--- config.mk ---
export PLATFORM = sky130hd
export DESIGN_NAME = uart_tx_ctrl
export DESIGN_NICKNAME = d
export VERILOG_FILES = /design/src/rtl/uart_pkg.sv /design/src/rtl/uart_bit_timer.sv /design/src/rtl/uart_tx_ctrl.sv
export SDC_FILE = /design/constraint.sdc
export NUM_CORES = 1
export LEC_CHECK = 0
export ABC_AREA = 1
export BUFFER_PORTS_ARGS = -buffer_cell sky130_fd_sc_hd__buf_2
export CELL_PAD_IN_SITES_DETAIL_PLACEMENT = 2
export CELL_PAD_IN_SITES_GLOBAL_PLACEMENT = 2
export CORE_ASPECT_RATIO = 1.5
export CORE_MARGIN = 3
export CORE_UTILIZATION = 37
export CTS_CLUSTER_DIAMETER = 80
export DETAILED_ROUTE_END_ITERATION = 10
export PLACE_DENSITY = 0.94
export SKIP_CTS_REPAIR_TIMING = 1
export SYNTH_ARGS = -nofsm -noshare
export SYNTH_HDL_FRONTEND = slang
export SYNTH_SLANG_ARGS = --single-unit
export TNS_END_PERCENT = 1
--- constraint.sdc ---
create_clock -name clk_i -period 3.6 [get_ports clk_i]
set_input_delay 0.36 -clock clk_i [delete_from_list [all_inputs] [get_ports clk_i]]
set_output_delay 0.36 -clock clk_i [all_outputs]
set_load 0.01 [all_outputs]
--- src/rtl/uart_pkg.sv ---
// Shared UART definitions: FSM state encoding, line-level frame constants, default divisor width.
// Latency: none (types and constants only).
// Backpressure: n/a.
package uart_pkg;

   localparam int   DIV_WIDTH_DEF = 16;
   localparam logic START_BIT     = 1'b0;
   localparam logic STOP_BIT      = 1'b1;

   typedef enum logic [2:0] {
      ST_IDLE,
      ST_POP,
      ST_LOAD,
      ST_START,
      ST_DATA,
      ST_PARITY,
      ST_STOP
   } uart_state_e;

endpackage

--- src/rtl/uart_bit_timer.sv ---
// Bit-period timer: down-counts the latched divisor and strobes bit_tick_o once per period.
// Latency: first tick div_i+1 enabled cycles after load_i, then every div_i+1 enabled cycles.
// Backpressure: none; en_i low freezes the count.
module uart_bit_timer #(
   parameter int DIV_WIDTH = 16
) (
   input  logic                 clk_i,
   input  logic                 rstn_i,
   input  logic                 load_i,
   input  logic                 en_i,
   input  logic [DIV_WIDTH-1:0] div_i,
   output logic                 bit_tick_o
);

   logic [DIV_WIDTH-1:0] period_q, period_d;
   logic [DIV_WIDTH-1:0] cnt_q, cnt_d;

   // Reload happens on the zero cycle itself, so the counter never underflows.
   always_comb begin
      period_d = period_q;
      cnt_d    = cnt_q;
      if (load_i) begin
         period_d = div_i;
         cnt_d    = div_i;
      end else if (en_i) begin
         if (cnt_q == '0) begin
            cnt_d = period_q;
         end else begin
            cnt_d = cnt_q - 1'b1;
         end
      end
   end

   // Divisor and counter registers.
   always_ff @(posedge clk_i or negedge rstn_i) begin
      if (!rstn_i) begin
         period_q <= '0;
         cnt_q    <= '0;
      end else begin
         period_q <= period_d;
         cnt_q    <= cnt_d;
      end
   end

   assign bit_tick_o = en_i && (cnt_q == '0);

endmodule

--- src/rtl/uart_tx_ctrl.sv ---
// UART transmitter: pops the TX FIFO and serializes start, data LSB-first, optional parity, 1/2 stop bits.
// Latency: pop at T, byte captured at T+1, txd_o falls at T+2; frame_done_o the cycle after the last stop bit.
// Backpressure: stalls in IDLE while the FIFO is empty or tx_en_i is low; a frame in flight always completes.
module uart_tx_ctrl
   import uart_pkg::*;
#(
   parameter int DATA_WIDTH = 8,
   parameter int DIV_WIDTH  = DIV_WIDTH_DEF
) (
   input  logic                  clk_i,
   input  logic                  rstn_i,
   input  logic                  tx_en_i,
   input  logic [DIV_WIDTH-1:0]  baud_div_i,
   input  logic                  parity_en_i,
   input  logic                  parity_odd_i,
   input  logic                  stop2_i,
   input  logic                  fifo_empty_i,
   input  logic [DATA_WIDTH-1:0] fifo_rd_data_i,
   output logic                  fifo_rden_o,
   output logic                  txd_o,
   output logic                  busy_o,
   output logic                  frame_done_o
);

   // DATA_WIDTH must be at least 2 so the bit counter has a nonzero width.
   localparam int             BCW      = $clog2(DATA_WIDTH);
   localparam logic [BCW-1:0] LAST_BIT = BCW'(DATA_WIDTH - 1);

   uart_state_e           state_q, state_d;
   logic [DATA_WIDTH-1:0] shift_q, shift_d;
   logic [BCW-1:0]        bit_cnt_q, bit_cnt_d;
   logic                  par_q, par_d;
   logic                  stop_cnt_q, stop_cnt_d;
   logic                  par_en_q, par_en_d;
   logic                  par_odd_q, par_odd_d;
   logic                  stop2_q, stop2_d;
   logic                  txd_q, txd_d;
   logic                  busy_q, busy_d;
   logic                  rden_q, rden_d;
   logic                  done_q, done_d;
   logic                  bit_tick;
   logic                  timer_en;

   assign timer_en = (state_q == ST_START) || (state_q == ST_DATA) ||
                     (state_q == ST_PARITY) || (state_q == ST_STOP);

   uart_bit_timer #(
      .DIV_WIDTH (DIV_WIDTH)
   ) u_bit_timer (
      .clk_i      (clk_i),
      .rstn_i     (rstn_i),
      .load_i     (state_q == ST_LOAD),
      .en_i       (timer_en),
      .div_i      (baud_div_i),
      .bit_tick_o (bit_tick)
   );

   // Next-state, datapath and registered-output decode; outputs derive from the next state so they are flops.
   always_comb begin
      state_d    = state_q;
      shift_d    = shift_q;
      bit_cnt_d  = bit_cnt_q;
      par_d      = par_q;
      stop_cnt_d = stop_cnt_q;
      par_en_d   = par_en_q;
      par_odd_d  = par_odd_q;
      stop2_d    = stop2_q;
      done_d     = 1'b0;

      case (state_q)
         ST_IDLE: begin
            if (tx_en_i && !fifo_empty_i) state_d = ST_POP;
         end
         ST_POP: begin
            state_d = ST_LOAD;
         end
         ST_LOAD: begin
            // Frame format is frozen here; later config writes wait for the next frame.
            shift_d    = fifo_rd_data_i;
            par_en_d   = parity_en_i;
            par_odd_d  = parity_odd_i;
            stop2_d    = stop2_i;
            par_d      = 1'b0;
            bit_cnt_d  = '0;
            stop_cnt_d = 1'b0;
            state_d    = ST_START;
         end
         ST_START: begin
            if (bit_tick) state_d = ST_DATA;
         end
         ST_DATA: begin
            if (bit_tick) begin
               par_d   = par_q ^ shift_q[0];
               shift_d = shift_q >> 1;
               if (bit_cnt_q == LAST_BIT) begin
                  state_d = par_en_q ? ST_PARITY : ST_STOP;
               end else begin
                  bit_cnt_d = bit_cnt_q + 1'b1;
               end
            end
         end
         ST_PARITY: begin
            if (bit_tick) state_d = ST_STOP;
         end
         ST_STOP: begin
            if (bit_tick) begin
               if (stop2_q && !stop_cnt_q) begin
                  stop_cnt_d = 1'b1;
               end else begin
                  done_d  = 1'b1;
                  state_d = (tx_en_i && !fifo_empty_i) ? ST_POP : ST_IDLE;
               end
            end
         end
         default: begin
            state_d = ST_IDLE;
         end
      endcase

      case (state_d)
         ST_START:  txd_d = START_BIT;
         ST_DATA:   txd_d = shift_d[0];
         ST_PARITY: txd_d = par_d ^ par_odd_d;
         default:   txd_d = STOP_BIT;
      endcase
      busy_d = (state_d != ST_IDLE);
      rden_d = (state_d == ST_POP);
   end

   // State, datapath and output registers; reset drops the byte in flight and idles the line.
   always_ff @(posedge clk_i or negedge rstn_i) begin
      if (!rstn_i) begin
         state_q    <= ST_IDLE;
         shift_q    <= '0;
         bit_cnt_q  <= '0;
         par_q      <= 1'b0;
         stop_cnt_q <= 1'b0;
         par_en_q   <= 1'b0;
         par_odd_q  <= 1'b0;
         stop2_q    <= 1'b0;
         txd_q      <= STOP_BIT;
         busy_q     <= 1'b0;
         rden_q     <= 1'b0;
         done_q     <= 1'b0;
      end else begin
         state_q    <= state_d;
         shift_q    <= shift_d;
         bit_cnt_q  <= bit_cnt_d;
         par_q      <= par_d;
         stop_cnt_q <= stop_cnt_d;
         par_en_q   <= par_en_d;
         par_odd_q  <= par_odd_d;
         stop2_q    <= stop2_d;
         txd_q      <= txd_d;
         busy_q     <= busy_d;
         rden_q     <= rden_d;
         done_q     <= done_d;
      end
   end

   assign txd_o        = txd_q;
   assign busy_o       = busy_q;
   assign fifo_rden_o  = rden_q;
   assign frame_done_o = done_q;

endmodule
# --- Word-level counts from Yosys, hierarchy flattened ---
# Index checks and enable logic that the tools add are counted.
op_classes:
  add_sub_neg: 2
  eq_ne: 15
  muxes: 28
  n_bitwise: 2
  n_reduce_logical: 17
ops:
  columns: ["cell", "n"]
  rows:
  - ["$mux W16", 3]
  - ["$mux W3", 9]
  - ["$pmux W3 S7", 1]
  - ["$eq A3 B3 Y1 const B", 6]
  - ["$logic_not A16 Y1", 1]
  - ["$pmux W8 S2", 1]
  - ["$sub A16 B1 Y16 const B", 1]
  - ["$eq A3 B2 Y1 const B", 3]
  - ["$mux W1", 8]
  - ["$mux W8", 1]
  - ["$eq A3 B1 Y1 const B", 2]
  - ["$ne A2 B2 Y1 const B", 3]
  - ["$pmux W3 S2", 1]
  - ["$reduce_and A3 Y1", 2]
  - ["$reduce_bool A2 Y1", 3]
  - ["$pmux W1 S2", 2]
  - ["$add A3 B1 Y3 const B", 1]
  - ["$logic_and A1 B1 Y1", 3]
  - ["$logic_not A3 Y1", 1]
  - ["$logic_or A1 B1 Y1", 3]
  - ["$pmux W1 S3", 1]
  - ["$reduce_bool A3 Y1", 1]
  - ["$logic_not A1 Y1", 2]
  - ["$mux W2", 1]
  - ["3 further kinds", 4]
totals:
  register_bits: 55
  in_bits: 31
  output_inout_bits: 4

# --- Logic depth before layout (Yosys ltp) ---
# Gate-level depths: netlist of run 1.
logic_depth:
  word_depth: 9
  mapped_depth: 14
  mapped_depth_nobuf: 14

# --- Modules after synthesis ---
# A second synthesis of run 1 with hierarchy kept.
unflattened:
  hier_cells: 442
  hier_area_um2: 3348.2
by_module_without_submodules:
  columns: ["module", "n_inst", "cells_each", "area_each_um2", "seq_area_each_um2"]
  rows:
  - ["uart_bit_timer", 1, 287, 2043.2, 800.8]
  - ["uart_tx_ctrl", 1, 155, 1305.0, 576.8]

# --- Least setup slack after synthesis of run 1 ---
# No wires, ideal clock.
synth_timing:
  kind: "register to register"
  from: "register u_bit_timer.cnt_q[0]"
  to: "register u_bit_timer.cnt_q[0]"
  setup_ns: 0.130
  t_arrival_ns: 1.593
  required_time_ns: 3.470
  slack_ns: 1.877
  path_stages_with_launch: 15
  path_buffers: 1
  synth_period_minus_slack_ns: 1.723
  cell_sequence: "dfrtp_1 > inv_1 > ha_1 > nand2_4 > nor2_8 > nand2_4 > buf_6 > inv_2 > nor2_4 > clkinv_2 > nand2_1 > o21ai_1 > o21ai_1 > nand2_1 > o21ai_1"
synth_between:
  elab_chain_len: 4
synth_lines:
  columns: ["item", "line_no", "text"]
  rows:
  - ["start: declaration", "uart_bit_timer.sv:16", "logic [DIV_WIDTH-1:0] cnt_q, cnt_d;"]
  - ["start signal: assignment", "uart_bit_timer.sv:41", "cnt_q <= cnt_d;"]
  - ["$sub A16 B1 Y16 / $logic_not A16 Y1 (equally long branches)", "uart_bit_timer.sv:29, uart_bit_timer.sv:26", null]
  - ["$mux W16 *", "uart_bit_timer.sv:26", "if (cnt_q == '0) begin"]
  - ["$mux W16 *", "uart_bit_timer.sv:25", "end else if (en_i) begin"]
  - ["$mux W16 *", "uart_bit_timer.sv:22", "if (load_i) begin"]
# Mark *: on every way between the ends. The rest lies on a longest branch, timed or not. The select of a mux whose other input is x is not followed.
# A chain may end at the register's enable or synchronous reset.

# --- Worst setup path in the final report of run 1 ---
layout_timing:
  from: "register state_q[2]"
  to: "register bit_cnt_q[0]"
layout_between:
  elab_chain_len: 7
layout_lines:
  columns: ["item", "line_no", "text"]
  rows:
  - ["start: declaration", "uart_tx_ctrl.sv:29", "uart_state_e state_q, state_d;"]
  - ["start signal: assignment", "uart_tx_ctrl.sv:146", "state_q <= state_d;"]
  - ["$eq A3 B2 Y1 / $eq A3 B3 Y1 (equally long branches)", "uart_tx_ctrl.sv:44, uart_tx_ctrl.sv:70", null]
  - ["$logic_or A1 B1 Y1 (2 in a row)", "uart_tx_ctrl.sv:44", "assign timer_en = (state_q == ST_START) || (state_q == ST_DATA) ||"]
  - ["$logic_or A1 B1 Y1", "uart_tx_ctrl.sv:45", "(state_q == ST_PARITY) || (state_q == ST_STOP);"]
  - ["$logic_and A1 B1 Y1", "uart_bit_timer.sv:45", "assign bit_tick_o = en_i && (cnt_q == '0);"]
  - ["$ne A2 B2 Y1 (no source line)", null, null]
  - ["$reduce_and A3 Y1 (no source line)", null, null]
  - ["end signal: assignment", "uart_tx_ctrl.sv:148", "bit_cnt_q <= bit_cnt_d;"]
  - ["end: declaration", "uart_tx_ctrl.sv:31", "logic [BCW-1:0] bit_cnt_q, bit_cnt_d;"]
# Several ways; a longest one is shown, not always the timed one.

==> results of run 1 <==
## registers in the layout, indices dropped and copies added (netlist names), 3 cells and up
register              flops
bit_cnt_q                 3
shift_q                   8
state_q                   3
u_bit_timer.cnt_q        16
u_bit_timer.period_q     16
## cells by family (layout without fill, tap and decap cells)
group | after synthesis | in the layout | synth area share
adders and majority gates | 3 | 3 | 0.01251
buffers and inverters | 51 | 84 | 0.07170
DFF | 55 | 55 | 0.4589
xor gates and xnor gates | 12 | 12 | 0.03501
and+or+nand+nor | 190 | 190 | 0.3043
AOI/OAI and AO/OA | 54 | 54 | 0.1176
## per-layer routing
layer,share of wire,wire [um]
met1,0.38,3403
met4,0.017,150
met2,0.58,5146
met5,0,0
met3,0.020,181
## worst register-to-register path: stages, from the launching register on
cell,delay [ns]
sky130_fd_sc_hd__dfrtp_1,0.44
sky130_fd_sc_hd__inv_1,0.13
sky130_fd_sc_hd__nand3_1,0.38
sky130_fd_sc_hd__inv_2,0.71
sky130_fd_sc_hd__nor2_2,0.18
sky130_fd_sc_hd__a21oi_2,0.25
sky130_fd_sc_hd__inv_1,0.12
sky130_fd_sc_hd__nand2_1,0.07
sky130_fd_sc_hd__o21ai_0,0.07
## through the flow
stage / power, mW / hold slack [ns] / std cells / worst slack (ns) / util
2_1_floorplan: 1.139 / 0.06441 / 365 / 1.877 / -
3_3_place_gp: 1.241 / 0.4533 / 492 / 1.342 / 0.4190
3_5_place_dp: 1.287 / 0.4706 / 492 / 1.165 / 0.4190
4_1_cts: 1.801 / 0.1913 / 500 / 1.122 / 0.4375
5_1_grt: 1.894 / 0.2287 / 500 / 0.8020 / 0.4375
6_report: 1.788 / 0.1584 / 500 / 1.127 / 0.4375
## area by class of cell
type	instances	area (sq um)
timing repair buffer	36	185.2
inverter	40	151.4
clock inverter	3	18.77
multi-input combinational	259	1409
fill	884	4364
sequential	55	1378
clock buffer	5	125.1
tap	102	127.6
## final timing paths
| check | slack [ns] | start | to | cells after the start |
|---|---|---|---|---|
| max | 1.13 | state_q[2]$_DFF_PN0_ | bit_cnt_q[0]$_DFFE_PN0P_ | 8 |
| min | 0.16 | rstn_i | u_bit_timer.cnt_q[3]$_DFFE_PN0P_ | 1 |
| max reg2reg | 1.13 | state_q[2]$_DFF_PN0_ | bit_cnt_q[0]$_DFFE_PN0P_ | 8 |
| min reg2reg | 0.49 | u_bit_timer.period_q[4]$_DFFE_PN0P_ | u_bit_timer.period_q[4]$_DFFE_PN0P_ | 2 |
| max in group asynchronous | 2.62 | rstn_i | u_bit_timer.cnt_q[6]$_DFFE_PN0P_ | 2 |
| min in group clk_i | 0.25 | parity_en_i | par_en_q$_DFFE_PN0P_ | 3 |
## synth_stat cells (4+ instances only)
cell / count / share of area
sky130_fd_sc_hd__o211ai_1: 4 / 0.010
sky130_fd_sc_hd__xnor2_1: 4 / 0.012
sky130_fd_sc_hd__a31oi_1: 11 / 0.023
sky130_fd_sc_hd__dfrtp_1: 54 / 0.45
sky130_fd_sc_hd__o21ai_0: 16 / 0.027
sky130_fd_sc_hd__nand4_1: 7 / 0.015
sky130_fd_sc_hd__inv_2: 7 / 0.0088
sky130_fd_sc_hd__inv_1: 32 / 0.040
sky130_fd_sc_hd__xor2_1: 8 / 0.023
sky130_fd_sc_hd__nor2_4: 5 / 0.019
sky130_fd_sc_hd__nand2_4: 4 / 0.015
sky130_fd_sc_hd__a21oi_1: 6 / 0.010
sky130_fd_sc_hd__o221ai_1: 5 / 0.015
sky130_fd_sc_hd__nand3_1: 15 / 0.025
sky130_fd_sc_hd__nor2_2: 10 / 0.021
sky130_fd_sc_hd__buf_2: 6 / 0.010
sky130_fd_sc_hd__nand2_1: 111 / 0.14
sky130_fd_sc_hd__nor2_1: 25 / 0.031
## power groups by stage
stage               clock, mW  sequential [mW]  combinational (mW)
floorplan                   0            0.826               0.313
global placement            0            0.855               0.385
detailed placement          0            0.864               0.422
CTS                     0.507            0.857               0.436
global route            0.531            0.876               0.488
finish                  0.503            0.857               0.428
==> implementation parameters, run 1 <==
Parameter                              Value

Global route
  Global-route met3 utilization    0.03164
  Most utilized layer in the global route result    met2
  First-pass GRT wire length    between 15000 and 20000 um
  Global Route Usage Sum    0.2132
  Maximum number of pins on one net before global-route repair    39
  Met1 track utilization from global routing    0.2258
  Global-route met2 utilization    0.4216
  Via count of the first global-routing pass    slightly above 3000
  Overall overflow remaining after global route    0
  Number of antenna violations at the first check in global routing    0

STA
  Final Max Tran Viols    0
  Slew at the pin with the worst max-slew slack    about 1.1 ns
  Relative slew margins    0.2608
  Fin Setup TNS    0 ns
  Max Fclk    ~400 MHz
  Count of endpoints failing hold in the final timing report    0
  Tmin final    2.473 ns
  Setup-violating endpoint count in the final report    0
  Setup Skew    about 0.014 ns
  Setup repair after global routing missed its margin    no
  Fraction of the cycle the final worst path needs    0.6870

Critical path
  Cells along the critical path    inv_1 > nand3_1 > inv_2 > nor2_2 > a21oi_2 > inv_1 > nand2_1 > o21ai_0
  Cell family with the largest share of critical-path delay    buffers and inverters
  WP buf/inv    3
  Arrival time at the worst endpoint    2.66 ns
  Cell with the biggest individual delay on the critical path    sky130_fd_sc_hd__inv_2
  CP Capture Type    flip-flop
  Kind of critical path    flip-flop to flip-flop
  Most Frequent Cell on Critical Path    sky130_fd_sc_hd__inv_1
  Startpoint class of the critical path    flip-flop
  WP data required    about 3.8 ns
  Critical path peak fanout    38
  Worst path max stage delay    slightly above 0.7 ns

Routing
  Total via count in the routed design    between 2000 and 3000
  Total DRC errors in the routed layout    0
  Post-DR wirelength/cell    approximately 18 um
  Vias per std cell    about 5.3
  First-pass iteration count of the detailed router    4
  Remaining antenna violation count    0
  Wire length reported by the detailed router    around 9000 um
  Number of DRC markers after the initial detailed-route iteration    88

Clock tree
  Clock tree from TritonCTS    built
  H-tree lvl count    2
  Clock-pin transition on the worst setup and hold timing paths    about 0.08 ns
  Sink Count    55
  Clk buf depth    2
  Number of CTS-inserted buffers    5
  Later-pin clock latency in the skew report    0.31 ns
  CTS Root Buffer Type    sky130_fd_sc_hd__clkbuf_16

Cells and area
  Number of antenna diodes    0
  Final std cell area, no fill    approximately 0.0034 sq mm
  P&R area growth vs syn    13.09%
  Leading cell types in the layout, fill and taps excluded    sky130_fd_sc_hd__nand2_1 (111), sky130_fd_sc_hd__dfrtp_1 (54), sky130_fd_sc_hd__buf_2 (34), sky130_fd_sc_hd__inv_1 (32), sky130_fd_sc_hd__nor2_1 (25)
  Number of nets in the finished design    431
  Most common cell after layout, fill and taps aside    sky130_fd_sc_hd__nand2_1
  Share of layout cells above drive strength 1    0.2136

Placement
  Last weighted congestion value of the routability-driven placer    roughly 0.87
  Count of input and output buffers    34
  Cell Area, Placed    between 0.003 and 0.004 sq mm
  Detail Placement HPWL    6470 um

Power
  Part of the power in combinational logic    0.239
  Reg power frac    0.480
  Highest ir drop seen on vdd    between 0.0002 and 0.00025 V
  Fraction of power spent switching nets    0.3543
  Switching power summed over all nets    ~0.63 mW
  Int Pwr    approximately 1.2 mW
  Power Dens Cells    about 530 mW/mm^2
  Leakage dissipation    1.717 nW
  Proportion of power drawn by the clock network    0.281

Synth
  Flop and latch count out of synthesis    55
  Primary FF master, synth    sky130_fd_sc_hd__dfrtp_1
  Sequential-to-total area share from yosys stat    0.4589
  Cell area after synthesis    0.003002 sq mm
  Cell count after synthesis    between 300 and 400
  Share of synthesized registers carrying an async set or reset    1.000
  Post-Synthesis Net Count    399
  Number of different library cells in the post-synthesis netlist    38
  Avg Synthesized Cell Area    ~8 sq um
  Number of warnings reported in the yosys synthesis log    0
  Number of synthesized flops with an enable pin    0

Die
  Width of the die    approximately 80 um
  Placement row count    39
  Effective utilization at floorplan    0.3869
  Y dimension of the die    between 100 and 150 um
  Total die area    0.009251 sq mm
  # IOs    35
  Core outline area    0.007759 sq mm

Worst hold path
  Worst min-delay path category    input port to asynchronous set/reset pin

Outcome
  Result of the run    finished, final reports clean

Flow run
  Maximum capacitance violations    0
No activity file was read; power rests on OpenSTA's default activity.
==> run 2, diff against run 1 <==
CORE_UTILIZATION = 35   (was 37)
PLACE_DENSITY = 0.9   (was 0.94)
clock period = 2.5 ns   (was 3.6 ns; I/O delays follow)
==> implementation parameters, run 2 (same netlist as run 1, synthesis figures left out) <==
Parameter                              Value

Die
  Placement row count    40 (was 39)
  Effective utilization at floorplan    0.3679 (was 0.3869)
  Core outline area    0.008158 sq mm (was 0.007759 sq mm)
  Width of the die    81.62 um (was 79.54 um)
  Y dimension of the die    119.4 um (was 116.3 um)
  Total die area    0.009746 sq mm (was 0.009251 sq mm)
  # IOs    35 (unchanged)

Placement
  Cell Area, Placed    0.003284 sq mm (was 0.003251 sq mm)
  DP Worst Slack    0.3698 ns (was 1.165 ns)
  Detail Placement HPWL    6621 um (was 6470 um)
  Count of input and output buffers    34 (unchanged)
  Cell total after placement    499 (was 492)
  Last weighted congestion value of the routability-driven placer    0.8422 (was 0.8692)

Power
  Leakage dissipation    1.753 nW (was 1.717 nW)
  Power Dens Cells    800.4 mW/mm^2 (was 526.7 mW/mm^2)
  PnR Total Power    2.783 mW (was 1.788 mW)
  Highest ir drop seen on vdd    0.0004850 V (was 0.0002079 V)

Cells and area
  Largest registers    u_bit_timer.cnt_q (16), u_bit_timer.period_q (16), shift_q (8) (unchanged)
  Share of layout cells above drive strength 1    0.2214 (was 0.2136)
  Most common cell after layout, fill and taps aside    sky130_fd_sc_hd__nand2_1 (unchanged)
  Final std cell area, no fill    0.003477 sq mm (was 0.003395 sq mm)
  Final cell utilization of the core    0.4262 (was 0.4375)
  Number of nets in the finished design    435 (was 431)
  P&R area growth vs syn    15.84% (was 13.09%)
  Non-filler cells in the finished layout    507 (was 500)
  Number of antenna diodes    0 (unchanged)
  Leading cell types in the layout, fill and taps excluded    sky130_fd_sc_hd__nand2_1 (111), sky130_fd_sc_hd__dfrtp_1 (54), sky130_fd_sc_hd__buf_2 (34), sky130_fd_sc_hd__inv_1 (32), sky130_fd_sc_hd__nor2_1 (25) (unchanged)

Routing
  Post-DR wirelength/cell    18.44 um (was 17.76 um)
  Number of DRC markers after the initial detailed-route iteration    97 (was 88)
  Total DRC errors in the routed layout    0 (unchanged)
  First-pass iteration count of the detailed router    4 (unchanged)
  Total via count in the routed design    2610 (was 2627)
  Vias per std cell    5.148 (was 5.254)
  Remaining antenna violation count    0 (unchanged)
  Wire length reported by the detailed router    9347 um (was 8881 um)

Clock tree
  Sink Count    55 (unchanged)
  Clk buf depth    2 (unchanged)
  Clock-pin transition on the worst setup and hold timing paths    0.07 ns (was 0.08 ns)
  Later-pin clock latency in the skew report    0.30 ns (was 0.31 ns)
  Clock tree from TritonCTS    built (unchanged)
  H-tree lvl count    2 (unchanged)
  CTS Root Buffer Type    sky130_fd_sc_hd__clkbuf_16 (unchanged)
  Number of CTS-inserted buffers    5 (unchanged)

Critical path
  WP data required    2.68 ns (was 3.79 ns)
  Startpoint class of the critical path    flip-flop (unchanged)
  CP Capture Type    flip-flop (unchanged)
  Startpoint of the most critical setup path    u_bit_timer.cnt_q[0]$_DFFE_PN0P_ (was state_q[2]$_DFF_PN0_)
  Reg-to-reg critical path endpoint    u_bit_timer.cnt_q[0]$_DFFE_PN0P_ (was bit_cnt_q[0]$_DFFE_PN0P_)
  End point of the critical path    u_bit_timer.cnt_q[0]$_DFFE_PN0P_ (was bit_cnt_q[0]$_DFFE_PN0P_)
  Critical path peak fanout    12 (was 38)
  Length in cells of the worst reg-to-reg path    13 (was 8)
  Crit Reg-Reg Startpoint    u_bit_timer.cnt_q[0]$_DFFE_PN0P_ (was state_q[2]$_DFF_PN0_)
  Kind of critical path    flip-flop to flip-flop (unchanged)
  Arrival time at the worst endpoint    2.32 ns (was 2.66 ns)
  Setup slack of the worst register-to-register path    0.36 ns (was 1.13 ns)

STA
  Setup repair after global routing missed its margin    no (unchanged)
  Count of endpoints failing hold in the final timing report    0 (unchanged)
  Setup WS post-layout    0.3601 ns (was 1.127 ns)
  Fraction of the cycle the final worst path needs    0.8560 (was 0.6870)
  Fin Setup TNS    0 ns (unchanged)
  Setup-violating endpoint count in the final report    0 (unchanged)
  Max Fclk    467.3 MHz (was 404.4 MHz)
  Relative slew margins    0.5141 (was 0.2608)
  Slew at the pin with the worst max-slew slack    0.7289 ns (was 1.106 ns)
  Final Max Tran Viols    0 (unchanged)
  Tmin final    2.140 ns (was 2.473 ns)
  Setup Skew    0.005563 ns (was 0.01353 ns)
  Worst Hold Slack    0.00007255 ns (was 0.1584 ns)

Global route
  Global Route Usage Sum    0.2122 (was 0.2132)
  Number of antenna violations at the first check in global routing    0 (unchanged)
  Maximum number of pins on one net before global-route repair    32 (was 39)
  Via count of the first global-routing pass    3061 (was 3042)
  First-pass GRT wire length    15680 um (was 15210 um)
  Overall overflow remaining after global route    0 (unchanged)

Outcome
  Result of the run    finished, final reports clean (unchanged)

Flow run
  Maximum capacitance violations    0 (unchanged)

Worst hold path
  Worst min-delay path category    input port to asynchronous set/reset pin (unchanged)
[run 2: cell count changes in the layout (fill, tap and decap cells not counted)]
cell	delta
sky130_fd_sc_hd__inv_6	-1
sky130_fd_sc_hd__clkinvlp_4	+1
sky130_fd_sc_hd__clkinv_2	-2
sky130_fd_sc_hd__buf_4	+4
sky130_fd_sc_hd__bufinv_16	+2
[run 2: final cells by class]
| cell class | instances | area (sq um) |
|---|---|---|
| inverter | 40 | 151.4 |
| timing repair buffer | 40 | 215.2 |
| clock inverter | 3 | 67.56 |
| tap | 105 | 131.4 |
| fill | 959 | 4681 |
| multi-input combinational | 259 | 1409 |
| sequential | 55 | 1378 |
| clock buffer | 5 | 125.1 |
[run 2: how the worst min path moves through the flow]
stage / slack, ns / cells past startpoint / to
after floorplan: -0.05 / 0 / bit_cnt_q[0]$_DFFE_PN0P_
after global routing: 0.06 / 1 / u_bit_timer.cnt_q[13]$_DFFE_PN0P_
after detailed placement: 0.35 / 1 / u_bit_timer.cnt_q[14]$_DFFE_PN0P_
final: 0.00007 / 1 / u_bit_timer.cnt_q[14]$_DFFE_PN0P_
after CTS: 0.03 / 1 / u_bit_timer.cnt_q[13]$_DFFE_PN0P_
after global placement: 0.34 / 1 / u_bit_timer.cnt_q[14]$_DFFE_PN0P_
[run 2: critical path, cell delays in order (launching register included)]
cell and delay, ns:
sky130_fd_sc_hd__dfrtp_1 0.38, sky130_fd_sc_hd__inv_1 0.14, sky130_fd_sc_hd__ha_1 0.26, sky130_fd_sc_hd__nand2_4 0.12, sky130_fd_sc_hd__nor2_8 0.16, sky130_fd_sc_hd__nand2_4 0.16, sky130_fd_sc_hd__inv_2 0.23, sky130_fd_sc_hd__nor2_4 0.06
sky130_fd_sc_hd__clkinv_2 0.13, sky130_fd_sc_hd__nand2_1 0.07, sky130_fd_sc_hd__o21ai_1 0.07, sky130_fd_sc_hd__o21ai_1 0.09, sky130_fd_sc_hd__nand2_1 0.08, sky130_fd_sc_hd__o21ai_1 0.07
[run 2: layer usage]
layer | share of wire | wire length [um] | up-vias | GRT usage
met5 | 0 | 0 | - | 0
met4 | 0.025 | 237 | 0 | 0.07069
met3 | 0.023 | 218 | 15 | 0.03555
met2 | 0.58 | 5443 | 29 | 0.4046
met1 | 0.37 | 3448 | 1322 | 0.2259
li1 | - | - | 1244 | -
[run 2: power by group]
group | internal (mW) | leakage (nW) | switching (mW)
clock | 0.575 | 0.0900 | 0.348
sequential | 1.04 | 0.649 | 0.199
combinational | 0.251 | 1.01 | 0.370
total | 1.87 | 1.75 | 0.918
==> run 3, diff against run 2 <==
PLACE_DENSITY = not set   (was 0.9)
PLACE_DENSITY_LB_ADDON = 0.1   (was not set)
SKIP_LAST_GASP = 1   (was not set)
==> implementation parameters, run 3 (same netlist as run 1, synthesis figures left out) <==
Parameter                              Value

Outcome
  Result of the run    complete, but fails checks (was finished, final reports clean)
  Failing checks    negative hold slack

Critical path
  Arrival time at the worst endpoint    2.27 ns (was 2.32 ns)
  Kind of critical path    flip-flop to flip-flop (unchanged)
  Startpoint class of the critical path    flip-flop (unchanged)
  Setup slack of the worst register-to-register path    0.43 ns (was 0.36 ns)
  Startpoint of the most critical setup path    u_bit_timer.cnt_q[0]$_DFFE_PN0P_ (unchanged)
  CP Capture Type    flip-flop (unchanged)
  Crit Reg-Reg Startpoint    u_bit_timer.cnt_q[0]$_DFFE_PN0P_ (unchanged)
  Length in cells of the worst reg-to-reg path    13 (unchanged)
  WP data required    2.69 ns (was 2.68 ns)
  Critical path peak fanout    12 (unchanged)
  Reg-to-reg critical path endpoint    u_bit_timer.cnt_q[0]$_DFFE_PN0P_ (unchanged)

Die
  Total die area    0.009746 sq mm (unchanged)
  Effective utilization at floorplan    0.3679 (unchanged)
  Core outline area    0.008158 sq mm (unchanged)
  Y dimension of the die    119.4 um (unchanged)
  Width of the die    81.62 um (unchanged)
  # IOs    35 (unchanged)
  Placement row count    40 (unchanged)

Cells and area
  Number of antenna diodes    0 (unchanged)
  Register Area    0.001378 sq mm (unchanged)
  Most common cell after layout, fill and taps aside    sky130_fd_sc_hd__nand2_1 (unchanged)
  Largest registers    u_bit_timer.cnt_q (16), u_bit_timer.period_q (16), shift_q (8) (unchanged)
  Number of nets in the finished design    434 (was 435)
  Fillcell total    969 (was 959)
  Share of layout cells above drive strength 1    0.2195 (was 0.2214)
  Multi-input gate area in the final layout    0.001409 sq mm (unchanged)
  P&R area growth vs syn    14.84% (was 15.84%)
  Leading cell types in the layout, fill and taps excluded    sky130_fd_sc_hd__nand2_1 (111), sky130_fd_sc_hd__dfrtp_1 (54), sky130_fd_sc_hd__buf_2 (34), sky130_fd_sc_hd__inv_1 (32), sky130_fd_sc_hd__nor2_1 (25) (unchanged)

Global route
  First-pass GRT wire length    14220 um (was 15680 um)
  Global-route met2 utilization    0.3495 (was 0.4046)
  Most utilized layer in the global route result    met2 (unchanged)
  Number of antenna violations at the first check in global routing    0 (unchanged)
  Met1 track utilization from global routing    0.2170 (was 0.2259)
  Overall overflow remaining after global route    0 (unchanged)
  Global Route Usage Sum    0.1907 (was 0.2122)
  Maximum number of pins on one net before global-route repair    29 (was 32)
  Via count of the first global-routing pass    2873 (was 3061)
  Global-route met3 utilization    0.03101 (was 0.03555)

Clock tree
  Sink Count    55 (unchanged)
  H-tree lvl count    2 (unchanged)
  Number of CTS-inserted buffers    5 (unchanged)
  Clk buf depth    2 (unchanged)
  Clock-pin transition on the worst setup and hold timing paths    0.07 ns (about the same)
  Later-pin clock latency in the skew report    0.31 ns (was 0.30 ns)
  Clock tree from TritonCTS    built (unchanged)
  CTS Root Buffer Type    sky130_fd_sc_hd__clkbuf_16 (unchanged)

Power
  PnR Total Power    2.548 mW (was 2.783 mW)
  Power Dens Cells    739.2 mW/mm^2 (was 800.4 mW/mm^2)
  Leakage dissipation    1.735 nW (was 1.753 nW)
  Highest ir drop seen on vdd    0.0003458 V (was 0.0004850 V)

Routing
  Number of DRC markers after the initial detailed-route iteration    58 (was 97)
  Remaining antenna violation count    0 (unchanged)
  Wire length reported by the detailed router    8296 um (was 9347 um)
  Total via count in the routed design    2547 (was 2610)
  Total DRC errors in the routed layout    0 (unchanged)
  Post-DR wirelength/cell    16.40 um (was 18.44 um)
  First-pass iteration count of the detailed router    4 (unchanged)
  Vias per std cell    5.034 (was 5.148)

STA
  Max Fclk    482.0 MHz (was 467.3 MHz)
  Tmin final    2.075 ns (was 2.140 ns)
  Setup repair after global routing missed its margin    no (unchanged)
  Worst Hold Slack    -0.005570 ns (was 0.00007255 ns)
  Relative slew margins    0.5224 (was 0.5141)
  Setup-violating endpoint count in the final report    0 (unchanged)
  Fraction of the cycle the final worst path needs    0.8299 (was 0.8560)
  Count of endpoints failing hold in the final timing report    12 (was 0)
  Slew at the pin with the worst max-slew slack    0.7163 ns (was 0.7289 ns)
  Fin Setup TNS    0 ns (unchanged)
  Setup Skew    0.003086 ns (was 0.005563 ns)
  Final Max Tran Viols    0 (unchanged)

Flow run
  Maximum capacitance violations    0 (unchanged)

Placement
  Count of input and output buffers    34 (unchanged)
  Last weighted congestion value of the routability-driven placer    0.8931 (was 0.8422)
  Detail Placement HPWL    6443 um (was 6621 um)

Worst hold path
  Worst min-delay path category    input port to asynchronous set/reset pin (unchanged)
## run 3: cell types whose count changed in the layout (fill, tap and decap cells not counted), sizes merged
cell and delta:
clkinvlp +1, bufinv -2, buf -1, clkinv +1
## run 3: metrics by stage
step,std cells,utilization,instance area [sq um],worst slack (ns)
final,506,0.4225,3447,0.4252
after global routing,506,0.4225,3447,0.1925
after CTS,506,0.4225,3447,0.3799
after detailed placement,498,0.4048,3302,0.3913
after global placement,498,0.4048,3302,0.5570
after floorplan,365,-,3002,0.7769
## run 3: routing by layer
metal	wire length [um]	vias to the layer above
li1	-	1244
met1	3205	1278
met2	4797	20
met3	164	5
met4	128	0
met5	0	-
## run 3: worst max path at each step
stage	depth (start not counted)	end	slack (ns)
6_report	13	u_bit_timer.cnt_q[0]$_DFFE_PN0P_	0.43
5_1_grt	13	u_bit_timer.cnt_q[0]$_DFFE_PN0P_	0.19
4_1_cts	13	u_bit_timer.cnt_q[0]$_DFFE_PN0P_	0.38
3_5_place_dp	13	u_bit_timer.cnt_q[0]$_DFFE_PN0P_	0.39
3_3_place_gp	13	u_bit_timer.cnt_q[0]$_DFFE_PN0P_	0.56
2_1_floorplan	14	u_bit_timer.cnt_q[0]$_DFFE_PN0P_	0.78
## run 3: power breakdown
part	total (mW)	internal, mW	leakage, nW	switching (mW)
Combinational	0.595	0.254	1.02	0.341
Clock	0.723	0.371	0.0658	0.352
Sequential	1.23	1.04	0.649	0.191
## run 3: final cells by class
class                      count  area share
timing repair buffer          39     0.06751
tap                          105     0.03811
inverter                      40     0.04392
sequential                    55      0.3996
clock buffer                   5     0.03630
clock inverter                 3    0.005808
multi-input combinational    259      0.4087
## run 3: critical path, stage by stage (launching register included)
cell                       delay, ns
sky130_fd_sc_hd__dfrtp_1        0.36
sky130_fd_sc_hd__inv_1          0.13
sky130_fd_sc_hd__ha_1           0.26
sky130_fd_sc_hd__nand2_4        0.11
sky130_fd_sc_hd__nor2_8         0.16
sky130_fd_sc_hd__nand2_4        0.16
sky130_fd_sc_hd__inv_2          0.24
sky130_fd_sc_hd__nor2_4         0.05
sky130_fd_sc_hd__clkinv_2       0.11
sky130_fd_sc_hd__nand2_1        0.06
sky130_fd_sc_hd__o21ai_1        0.07
sky130_fd_sc_hd__o21ai_1        0.09
sky130_fd_sc_hd__nand2_1        0.09
sky130_fd_sc_hd__o21ai_1        0.07
